[src/rtl/rv32i_pkg.sv]
// Shared RV32I register-file types and the write-port grant-source encoding.
package rv32i_pkg;

    localparam int unsigned REG_ADDR_W = 5;
    localparam int unsigned XLEN       = 32;
    localparam int unsigned NUM_REGS   = 32;

    typedef logic [REG_ADDR_W-1:0] reg_addr_t;
    typedef logic [XLEN-1:0]       xlen_t;

    typedef enum logic [2:0] {
        GNT_NONE       = 3'd0,
        GNT_WB         = 3'd1,
        GNT_DBG_FORCED = 3'd2,
        GNT_LD         = 3'd3,
        GNT_DBG        = 3'd4
    } gnt_src_e;

    // One register-file write: destination and data (37 bits).
    typedef struct packed {
        reg_addr_t rd;
        xlen_t     data;
    } rf_wr_t;

    // x0 is hardwired to zero, so writes to it are consumed but never committed.
    function automatic logic is_x0(input reg_addr_t rd);
        return rd == '0;
    endfunction

endpackage

[src/rtl/regfile_write_scheduler_if.sv]
// Bundles the WB, LD, DBG, hazard-check and register-file write-port signals of the scheduler.
interface regfile_write_scheduler_if;
    import rv32i_pkg::*;

    logic                wb_valid;
    reg_addr_t           wb_rd;
    xlen_t               wb_data;
    logic                ld_issue_valid;
    reg_addr_t           ld_issue_rd;
    logic                ld_valid;
    reg_addr_t           ld_rd;
    xlen_t               ld_data;
    logic                ld_ready;
    logic                dbg_valid;
    reg_addr_t           dbg_rd;
    xlen_t               dbg_data;
    logic                dbg_ready;
    reg_addr_t           src1_reg;
    reg_addr_t           src2_reg;
    logic                raw_hazard;
    logic                core_stall;
    logic [NUM_REGS-1:0] pending;
    logic                rf_we;
    reg_addr_t           rf_rd;
    xlen_t               rf_wdata;

    // Core / memory / debug side.
    modport master (
        output wb_valid, wb_rd, wb_data,
        output ld_issue_valid, ld_issue_rd,
        output ld_valid, ld_rd, ld_data,
        input  ld_ready,
        output dbg_valid, dbg_rd, dbg_data,
        input  dbg_ready,
        output src1_reg, src2_reg,
        input  raw_hazard, core_stall, pending,
        input  rf_we, rf_rd, rf_wdata
    );

    // Scheduler side.
    modport slave (
        input  wb_valid, wb_rd, wb_data,
        input  ld_issue_valid, ld_issue_rd,
        input  ld_valid, ld_rd, ld_data,
        output ld_ready,
        input  dbg_valid, dbg_rd, dbg_data,
        output dbg_ready,
        input  src1_reg, src2_reg,
        output raw_hazard, core_stall, pending,
        output rf_we, rf_rd, rf_wdata
    );

endinterface

[src/rtl/regfile_ld_fifo.sv]
// Synchronous load-return FIFO holding {rd,data} entries; head is visible without popping.
module regfile_ld_fifo
    import rv32i_pkg::*;
#(
    parameter int unsigned DEPTH = 4
) (
    input  logic   clk,
    input  logic   rst,
    input  logic   push,
    input  rf_wr_t push_data,
    input  logic   pop,
    output logic   full,
    output logic   empty,
    output rf_wr_t head
);

    localparam int unsigned PTR_W = (DEPTH > 1) ? $clog2(DEPTH) : 1;
    localparam int unsigned CNT_W = $clog2(DEPTH + 1);

    rf_wr_t            mem [DEPTH];
    logic [PTR_W-1:0]  wr_ptr;
    logic [PTR_W-1:0]  rd_ptr;
    logic [CNT_W-1:0]  count;
    logic              do_push;
    logic              do_pop;

    assign full    = (count == CNT_W'(DEPTH));
    assign empty   = (count == '0);
    assign head    = mem[rd_ptr];
    assign do_push = push && !full;
    assign do_pop  = pop && !empty;

    // Pointers wrap naturally because DEPTH is a power of two.
    always_ff @(posedge clk) begin
        if (!rst) begin
            wr_ptr <= '0;
            rd_ptr <= '0;
            count  <= '0;
        end else begin
            if (do_push) begin
                wr_ptr <= wr_ptr + PTR_W'(1);
            end
            if (do_pop) begin
                rd_ptr <= rd_ptr + PTR_W'(1);
            end
            case ({do_push, do_pop})
                2'b10:   count <= count + CNT_W'(1);
                2'b01:   count <= count - CNT_W'(1);
                default: count <= count;
            endcase
        end
    end

    // Storage carries no reset; validity is tracked by the pointers.
    always_ff @(posedge clk) begin
        if (do_push) begin
            mem[wr_ptr] <= push_data;
        end
    end

endmodule

[src/rtl/regfile_write_scheduler.sv]
// Arbitrates the single register-file write port between WB, buffered LD returns and DBG,
// and tracks outstanding loads for RAW hazard detection.
module regfile_write_scheduler
    import rv32i_pkg::*;
#(
    parameter int unsigned LD_DEPTH     = 4,
    parameter int unsigned STARVE_LIMIT = 8
) (
    input logic                      clk,
    input logic                      rst,
    regfile_write_scheduler_if.slave bus
);

    localparam int unsigned STARVE_W = $clog2(STARVE_LIMIT + 1);

    logic [STARVE_W-1:0] starve_cnt;
    logic [STARVE_W-1:0] starve_cnt_d;
    logic [NUM_REGS-1:0] pending_q;
    logic [NUM_REGS-1:0] pending_d;

    gnt_src_e gnt;
    rf_wr_t   ld_in;
    rf_wr_t   ld_head;
    rf_wr_t   wr_sel;
    logic     fifo_full;
    logic     fifo_empty;
    logic     ld_ready;
    logic     ld_push;
    logic     ld_pop;
    logic     dbg_ready;
    logic     dbg_forced;

    assign ld_in.rd   = bus.ld_rd;
    assign ld_in.data = bus.ld_data;

    regfile_ld_fifo #(
        .DEPTH (LD_DEPTH)
    ) u_ld_fifo (
        .clk       (clk),
        .rst       (rst),
        .push      (ld_push),
        .push_data (ld_in),
        .pop       (ld_pop),
        .full      (fifo_full),
        .empty     (fifo_empty),
        .head      (ld_head)
    );

    // Fixed-priority grant; a starving DBG request jumps ahead of the LD buffer.
    always_comb begin
        gnt        = GNT_NONE;
        wr_sel     = ld_head;
        dbg_forced = bus.dbg_valid && (starve_cnt >= STARVE_W'(STARVE_LIMIT));
        if (rst) begin
            if (bus.wb_valid) begin
                gnt = GNT_WB;
            end else if (dbg_forced) begin
                gnt = GNT_DBG_FORCED;
            end else if (!fifo_empty) begin
                gnt = GNT_LD;
            end else if (bus.dbg_valid) begin
                gnt = GNT_DBG;
            end
        end
        case (gnt)
            GNT_WB: begin
                wr_sel.rd   = bus.wb_rd;
                wr_sel.data = bus.wb_data;
            end
            GNT_DBG_FORCED, GNT_DBG: begin
                wr_sel.rd   = bus.dbg_rd;
                wr_sel.data = bus.dbg_data;
            end
            default: wr_sel = ld_head;
        endcase
    end

    assign ld_ready  = rst && !fifo_full;
    assign ld_push   = bus.ld_valid && ld_ready;
    assign ld_pop    = (gnt == GNT_LD);
    assign dbg_ready = (gnt == GNT_DBG) || (gnt == GNT_DBG_FORCED);

    assign bus.ld_ready   = ld_ready;
    assign bus.dbg_ready  = dbg_ready;
    assign bus.rf_we      = (gnt != GNT_NONE) && !is_x0(wr_sel.rd);
    assign bus.rf_rd      = wr_sel.rd;
    assign bus.rf_wdata   = wr_sel.data;
    assign bus.core_stall = rst && (fifo_full || dbg_forced);
    assign bus.raw_hazard = rst && (pending_q[bus.src1_reg] || pending_q[bus.src2_reg]);
    assign bus.pending    = pending_q;

    // Next-state for the starvation counter and the pending-load scoreboard.
    always_comb begin
        starve_cnt_d = starve_cnt;
        pending_d    = pending_q;
        if (!bus.dbg_valid || dbg_ready) begin
            starve_cnt_d = '0;
        end else if (starve_cnt < STARVE_W'(STARVE_LIMIT)) begin
            starve_cnt_d = starve_cnt + STARVE_W'(1);
        end
        if (ld_pop) begin
            pending_d[ld_head.rd] = 1'b0;
        end
        // Applied after the clear so a same-register issue wins.
        if (bus.ld_issue_valid) begin
            pending_d[bus.ld_issue_rd] = 1'b1;
        end
        pending_d[0] = 1'b0;
    end

    always_ff @(posedge clk) begin
        if (!rst) begin
            starve_cnt <= '0;
            pending_q  <= '0;
        end else begin
            starve_cnt <= starve_cnt_d;
            pending_q  <= pending_d;
        end
    end

    // Core protocol checks.
    ap_no_wb_after_stall : assert property (
        @(posedge clk) disable iff (!rst)
        bus.core_stall |=> !bus.wb_valid
    );

    ap_issue_not_pending : assert property (
        @(posedge clk) disable iff (!rst)
        (bus.ld_issue_valid && !is_x0(bus.ld_issue_rd)) |->
            (!pending_q[bus.ld_issue_rd] || (ld_pop && (ld_head.rd == bus.ld_issue_rd)))
    );

    ap_wb_not_pending : assert property (
        @(posedge clk) disable iff (!rst)
        (bus.wb_valid && !is_x0(bus.wb_rd)) |-> !pending_q[bus.wb_rd]
    );

endmodule

[src/flat_wrapper.sv]
// flat-port wrapper written by rule: the top's interface ports become plain ports
module regfile_write_scheduler_flat import rv32i_pkg::*;
#(
    parameter int unsigned LD_DEPTH     = 4,
    parameter int unsigned STARVE_LIMIT = 8
)
  (clk, rst, bus_wb_valid, bus_wb_rd, bus_wb_data, bus_ld_issue_valid, bus_ld_issue_rd, bus_ld_valid, bus_ld_rd, bus_ld_data, bus_ld_ready, bus_dbg_valid, bus_dbg_rd, bus_dbg_data, bus_dbg_ready, bus_src1_reg, bus_src2_reg, bus_raw_hazard, bus_core_stall, bus_pending, bus_rf_we, bus_rf_rd, bus_rf_wdata);
  regfile_write_scheduler_if bus_i ();
  input logic clk;
  input logic rst;
  input wire logic [$bits(bus_i.wb_valid)-1:0] bus_wb_valid;
  input wire logic [$bits(bus_i.wb_rd)-1:0] bus_wb_rd;
  input wire logic [$bits(bus_i.wb_data)-1:0] bus_wb_data;
  input wire logic [$bits(bus_i.ld_issue_valid)-1:0] bus_ld_issue_valid;
  input wire logic [$bits(bus_i.ld_issue_rd)-1:0] bus_ld_issue_rd;
  input wire logic [$bits(bus_i.ld_valid)-1:0] bus_ld_valid;
  input wire logic [$bits(bus_i.ld_rd)-1:0] bus_ld_rd;
  input wire logic [$bits(bus_i.ld_data)-1:0] bus_ld_data;
  output wire logic [$bits(bus_i.ld_ready)-1:0] bus_ld_ready;
  input wire logic [$bits(bus_i.dbg_valid)-1:0] bus_dbg_valid;
  input wire logic [$bits(bus_i.dbg_rd)-1:0] bus_dbg_rd;
  input wire logic [$bits(bus_i.dbg_data)-1:0] bus_dbg_data;
  output wire logic [$bits(bus_i.dbg_ready)-1:0] bus_dbg_ready;
  input wire logic [$bits(bus_i.src1_reg)-1:0] bus_src1_reg;
  input wire logic [$bits(bus_i.src2_reg)-1:0] bus_src2_reg;
  output wire logic [$bits(bus_i.raw_hazard)-1:0] bus_raw_hazard;
  output wire logic [$bits(bus_i.core_stall)-1:0] bus_core_stall;
  output wire logic [$bits(bus_i.pending)-1:0] bus_pending;
  output wire logic [$bits(bus_i.rf_we)-1:0] bus_rf_we;
  output wire logic [$bits(bus_i.rf_rd)-1:0] bus_rf_rd;
  output wire logic [$bits(bus_i.rf_wdata)-1:0] bus_rf_wdata;
  assign bus_i.wb_valid = bus_wb_valid;
  assign bus_i.wb_rd = bus_wb_rd;
  assign bus_i.wb_data = bus_wb_data;
  assign bus_i.ld_issue_valid = bus_ld_issue_valid;
  assign bus_i.ld_issue_rd = bus_ld_issue_rd;
  assign bus_i.ld_valid = bus_ld_valid;
  assign bus_i.ld_rd = bus_ld_rd;
  assign bus_i.ld_data = bus_ld_data;
  assign bus_ld_ready = bus_i.ld_ready;
  assign bus_i.dbg_valid = bus_dbg_valid;
  assign bus_i.dbg_rd = bus_dbg_rd;
  assign bus_i.dbg_data = bus_dbg_data;
  assign bus_dbg_ready = bus_i.dbg_ready;
  assign bus_i.src1_reg = bus_src1_reg;
  assign bus_i.src2_reg = bus_src2_reg;
  assign bus_raw_hazard = bus_i.raw_hazard;
  assign bus_core_stall = bus_i.core_stall;
  assign bus_pending = bus_i.pending;
  assign bus_rf_we = bus_i.rf_we;
  assign bus_rf_rd = bus_i.rf_rd;
  assign bus_rf_wdata = bus_i.rf_wdata;
  regfile_write_scheduler #(.LD_DEPTH(LD_DEPTH), .STARVE_LIMIT(STARVE_LIMIT)) u_core (.clk(clk), .rst(rst), .bus(bus_i));
endmodule
[config.mk]
export PLATFORM = sky130hd
export DESIGN_NAME = regfile_write_scheduler_flat
export DESIGN_NICKNAME = d
export VERILOG_FILES = /design/src/rtl/rv32i_pkg.sv /design/src/rtl/regfile_write_scheduler_if.sv /design/src/rtl/regfile_ld_fifo.sv /design/src/rtl/regfile_write_scheduler.sv /design/src/flat_wrapper.sv
export SDC_FILE = /design/constraint.sdc
export NUM_CORES = 1
export LEC_CHECK = 0
export CELL_PAD_IN_SITES_DETAIL_PLACEMENT = 1
export CELL_PAD_IN_SITES_GLOBAL_PLACEMENT = 2
export CORE_MARGIN = 10
export CORE_UTILIZATION = 30
export DETAILED_ROUTE_END_ITERATION = 10
export PLACE_DENSITY_LB_ADDON = 0.1
export SLEW_MARGIN = 10
export SYNTH_ARGS = -nofsm -noshare
export SYNTH_HDL_FRONTEND = slang
export SYNTH_SLANG_ARGS = --single-unit
[constraint.sdc]
create_clock -name clk -period 2.3 [get_ports clk]
set_input_delay 0.345 -clock clk [delete_from_list [all_inputs] [get_ports clk]]
set_output_delay 0.345 -clock clk [all_outputs]
set_load 0.01 [all_outputs]
# Yosys cells after proc, flatten, opt, wreduce, memory -nomap -nowiden
# Memories as Yosys holds them, arrays and structs flattened. A register that Yosys moved wholly into a read port is not among the register bits.
# Cells that the tools add are included.
word_totals:
  register_bits: 43
  ramBits: 148
  out_inout_bits: 74
  elab_cells: 76
  in_bits: 132
  memories: 1
op_classes:
  reduce_logical: 24
  n_lt_le_gt_ge: 8
  eq_ne: 7
  n_bitwise: 4
  addsub: 5
  muxes: 21
memory_table:
  columns: ["memory", "words", "width", "read_ports", "rd_clocked_by_memory_dff", "write_ports", "line", "source"]
  rows:
  - ["u_core.u_ld_fifo.mem", 4, 37, 1, 1, 1, "regfile_ld_fifo.sv:20", "rf_wr_t mem [DEPTH];"]
op_table:
  columns: ["cell", "n"]
  rows:
  - ["one-hot mux 37 bit (2 select lines)", 1]
  - ["2-to-1 mux 32 bit", 2]
  - ["bitwise AND 32 bit", 1]
  - ["inverter 32 bit", 1]
  - ["OR 32 bit", 1]
  - ["< comparator 5 x 6 -> 1 bit, second input constant", 4]
  - ["2-to-1 mux 3 bit", 5]
  - ["binary-select mux 1 bit (select 5 bit)", 2]
  - ["demux 1 bit (select 5 bit)", 2]
  - ["greater-or-equal comparator 5 x 1 -> 1 bit, second input constant", 2]
  - ["logical AND 1 bit", 10]
  - ["equality test 3 x 2 -> 1 bit, second input constant", 2]
  - ["equality test 3 bit, second input constant", 2]
  - ["2-to-1 mux 1 bit", 6]
  - ["one-hot mux 3 bit (2 select lines)", 1]
  - ["logical NOT 5 bit", 1]
  - ["adder 2 x 1 -> 2 bit, second input constant", 2]
  - ["adder 4 x 1 -> 4 bit, second input constant", 1]
  - ["greater-or-equal comparator 4 bit, second input constant", 1]
  - ["logical NOT 1 bit", 4]
  - ["logical OR 1 bit", 4]
  - ["< comparator 4 bit, second input constant", 1]
  - ["2-to-1 mux 2 bit", 2]
  - ["OR reduction 2 bit", 2]
  - ["9 further kinds", 9]

# Longest topological paths before layout
logic_depth:
  depth_word: 11
  ltp_mapped: 10
  ltp_nobuf: 10

# Cells and area by module
# A second synthesis with hierarchy kept.
unflattened:
  hier_cells: 615
  area_unflattened_um2: 8638.3
modules_own_cells:
  columns: ["module", "area_per_inst_um2", "instances", "seq_area_each_um2", "cells_each"]
  rows:
  - ["regfile_ld_fifo", 5863.1, 1, 4624.4, 247]
  - ["regfile_write_scheduler", 2775.2, 1, 700.7, 368]

# Worst setup path before layout
# OpenSTA, ideal clock, no wires.
synth_timing:
  path_kind: "in2reg"
  from: "input bus_wb_valid"
  to: "register u_core.u_ld_fifo.count[2]"
  n_path_buf: 1
  path_stages: 8
  required_time_ns: 2.230
  path_slack_ns: 0.052
  setup_ns: 0.070
  t_arrival_ns: 2.177
  cell_sequence: "clkbuf_1 > nor4b_4 > ha_1 > inv_1 > fa_1 > xor2_1 > or3_1 > a21oi_1"
synth_between:
  elab_chain_len: 6
  word_cells_on_any_way: 8
  classes_between: "3 x eq/ne; 3 x mux; 2 x reduce/logical"
synth_rtl:
  columns: ["element", "line", "source"]
  rows:
  - ["start, declared", "flat_wrapper.sv:11", "input wire logic [$bits(bus_i.wb_valid)-1:0] bus_wb_valid;"]
  - ["2-to-1 mux 3 bit (*)", "regfile_write_scheduler.sv:55", "if (bus.wb_valid) begin"]
  - ["2-to-1 mux 3 bit (*)", "regfile_write_scheduler.sv:54", "if (rst) begin"]
  - ["equality test 3 x 2 -> 1 bit (*)", "regfile_write_scheduler.sv:80", "assign ld_pop = (gnt == GNT_LD);"]
  - ["logical AND 1 bit (*)", "regfile_ld_fifo.sv:31", "assign do_pop = pop && !empty;"]
  - ["via u_core.u_ld_fifo.do_pop", "regfile_ld_fifo.sv:25", "logic do_pop;"]
  - ["equality test 2 x 1 -> 1 bit / equality test 2 bit (equally long branches)", "regfile_ld_fifo.sv:46", "case ({do_push, do_pop})"]
  - ["one-hot mux 3 bit (2 select lines) / nonzero test 2 bit (equally long branches)", null, null]
  - ["end signal, assigned", "regfile_ld_fifo.sv:47", "2'b10: count <= count + CNT_W'(1);"]
  - ["end signal, assigned", "regfile_ld_fifo.sv:48", "2'b01: count <= count - CNT_W'(1);"]
  - ["end signal, assigned", "regfile_ld_fifo.sv:49", "default: count <= count;"]
  - ["end, declared", "regfile_ld_fifo.sv:23", "logic [CNT_W-1:0] count;"]
# Mark *: on every way through the listed nets, which the timed path passes. The rest lies on a longest branch.
# A chain may end at the register's enable or synchronous reset.

==> run_results.csv <==
group,metric,value,unit
status,status,"finished with violations",
status,failed_checks,"negative setup slack",
setup_path,path_class,"reg -> out",
cts,clock_latency,0.45,ns
grt,grt_pass1_wl,46300,um
logic_synthesis,yosys_register_bits,192,
logic_synthesis,syn_inst,613,
routing,drc_errors,0,
setup_path,critPathCaptureType,"primary output",
min_path,hp-class,"reg -> reg",
finish,fin_cells,1338,
cts,clockBufferDepth,2,
finish,drive_gt1_frac,0.394,
power,leakage,0.00474,uW
grt,overflow,0,
setup_path,cp.arrival,2.34,ns
place,placed_area,11900,um2
logic_synthesis,yosys.area.top_type_share,0.516,
routing,routedWlPerCell,23.0,um
finish,final_cell_mix,"clkdlybuf4s50_1 (157), edfxtp_1 (148), buf_4 (86), a21oi_1 (59), o22ai_2 (58)",
grt,met2_usage,0.305,
sta,setup_tns,-10.10,ns
routing,ant_nets,0,
finish,final_area,13500,um2
setup_path,critPathLaunchType,"flop",
grt,antenna_found_initial,4,
logic_synthesis,synth_edf_count,148,
grt,grt_start_max_net_pins,38,
cts,clkTransAtPathRegs,0.08,ns
logic_synthesis,syn_area,8610,um2
grt,gr-max-usage-layer,"met2",
sta,min_period_over_period,1.17,
logic_synthesis,synthArstFlopShare,0,
floorplan,dieArea,35900,um2
logic_synthesis,synth_area_leaders,"edfxtp_1 (52%), mux4_2 (14%), dfxtp_1 (10%)",
min_path,min_to,"u_core.bus.pending[26]",
sta,slew_viol_final,0,
min_path,worstHoldStart,"u_core.bus.pending[26]",
routing,drt_iter0_drc,288,
floorplan,core,28000,um2
setup_path,worst_r2r_endpoint,"u_core.u_ld_fifo.count[2]",
power,power_density,656,nW/um2
setup_path,worstPathRequired,1.96,ns
power,peakVddDrop,458,uV
sta,rsz0062_at_grt,"yes",
finish,syn2layout_area_growth,56.9,%
setup_path,setup.reg_to_reg.worst_slack,0.02,ns
cts,htree_levels,4,
cts,cts_hold_buf,0,
routing,wl,30800,um
min_path,whs_path_depth,2,
finish,final_nets,1083,
cts,numCtsBuffers,17,
logic_synthesis,yosysSeqAreaShare,0.619,
setup_path,r2r_start,"u_core.u_ld_fifo.count[1]",
place,port_buffers,204,
grt,grt_pass1_vias,7764,
setup_path,reg2regPathDepth,12,
floorplan,die_w,189,um
sta,setup_ws,-0.381,ns
logic_synthesis,synth_cell_types,48,
grt,met1_usage,0.189,
logic_synthesis,synth_top_area_cell,"edfxtp_1",
sta,min_period,2.68,ns
logic_synthesis,yosysWarnings,0,
sta,timing.fmax,373,MHz
power,power,8860,uW
place,placedCellCount,1257,
floorplan,start_util,0.307,
job,maxCapViolations,0,
place,routabilityCongestion,0.799,
sta,setup_viol_count_final,39,
finish,final_common_cell,"clkdlybuf4s50_1",
logic_synthesis,ys.flop_type,"edfxtp_1",
routing,post_drt_via_cell_ratio,5.06,
cts,cts_root_buf,"clkbuf_16",
grt,grtUsageTotal,0.168,
routing,first_pass_iters,5,
grt,grt_util_met3,0.0419,
cts,cts_tree,"done",
routing,vias,6773,
logic_synthesis,synth_fp_nets,753,
finish,nFillCells,2874,
logic_synthesis,postSynthAreaPerCell,14.0,um2
setup_path,crit_path_max_fanout,3,
cts,cts_sinks,192,
floorplan,die_height,189,um
sta,final_hold_viol_count,0,
finish,utilization,0.482,
sta,fin_skew,0.0174,ns
floorplan,boundaryPins,206,
floorplan,num_rows,61,
place,dp_hpwl,22100,um
-- logic make-up (layout without fill, tap and decap cells) --
kind of cell / after synthesis / count (layout) / share of synthesized area
XOR/XNOR: 7 / 7 / 0.00712
other: 1 / 5 / 0.000436
AO/OA/AOI/OAI: 189 / 189 / 0.125
multiplexers: 66 / 66 / 0.154
AND/OR/NAND/NOR: 100 / 100 / 0.0583
buffers and inverters: 50 / 393 / 0.0246
flip-flops: 192 / 192 / 0.619
adder cells (fa/ha/maj): 8 / 8 / 0.0125
-- registers in the layout, indices dropped and copies added (netlist names), named ones only --
register                 flops
u_core.starve_cnt            4
u_core.bus.pending          31
u_core.u_ld_fifo.rd_ptr      2
u_core.u_ld_fifo.mem       148
u_core.u_ld_fifo.wr_ptr      2
u_core.u_ld_fifo.count       3
-- Yosys cell counts, drive strengths merged (2+ instances only) --
| cell type | instances |
|---|---|
| mux4 | 53 |
| a21oi | 70 |
| xnor2 | 3 |
| a31oi | 2 |
| inv | 13 |
| nand3 | 3 |
| xor2 | 4 |
| nand2b | 2 |
| o21ai | 37 |
| dfxtp | 44 |
| ha | 7 |
| nand3b | 3 |
| o22ai | 67 |
| a21o | 2 |
| mux2i | 13 |
| nor2 | 18 |
| nand2 | 48 |
| nor3b | 4 |
| and3 | 6 |
| o2bb2ai | 2 |
| clkbuf | 23 |
| or3 | 2 |
| a211oi | 2 |
| nor2b | 3 |
| o22a | 2 |
| and2 | 3 |
| edfxtp | 148 |
| and3b | 2 |
| o2111ai | 2 |
| nor3 | 2 |
| buf | 14 |
-- layout make-up --
class | instances | area (um2) | area share
multi-input combinational | 371 | 3600 | 0.267
clock inverter | 15 | 188 | 0.0139
tap | 378 | 473 | 0.0350
antenna | 4 | 10.0 | 0.000741
inverter | 13 | 48.8 | 0.00361
clock buffer | 17 | 425 | 0.0315
timing repair buffer | 348 | 3410 | 0.253
sequential | 192 | 5340 | 0.396
-- report_power, final --
part	total [uW]	leakage, uW	internal (uW)	switching [uW]
Sequential	3870	0.00171	3830	42.5
Combinational	1910	0.00273	1030	882
Clock	3080	0.000304	1520	1560
Total	8860	0.00474	6370	2490
-- metrics by stage --
stage | setup slack [ns] | hold WS (ns)
after floorplan | 0.0524 | 0.444
after global placement | -0.725 | 0.500
after detailed placement | -0.746 | 0.533
after CTS | -0.414 | 0.507
after global routing | -0.461 | 0.520
final | -0.381 | 0.533
-- worst max path at each step --
stage | from | end | slack, ns
floorplan | bus_wb_valid | u_core.u_ld_fifo.count[2] | 0.05
global placement | bus_dbg_valid | bus_rf_we | -0.72
detailed placement | bus_dbg_valid | bus_rf_wdata[28] | -0.75
CTS | flop | bus_rf_we | -0.41
global route | flop | bus_rf_we | -0.46
finish | flop | bus_rf_we | -0.38
-- layer usage --
layer  vias up  routed length [um]
li1       3125                   -
met1      3456               12500
met2       164               16400
met3        26                1540
met4         2                 323
met5         -                   9
-- repair_timing --
item,CTS,global route
gates resized for setup,273,69
setup endpoints to repair,43,41
pin swaps,65,50
cloned,5,1
buffers inserted,36,16
-- critical path: stages, from the launching register on --
cell and delay, ns:
dfxtp_4 0.40, mux4_2 0.57, a22oi_1 0.16, nand3_1 0.13
a211oi_2 0.30, a31oi_2 0.17, buf_2 0.18
No activity file was read; power rests on OpenSTA's default activity.
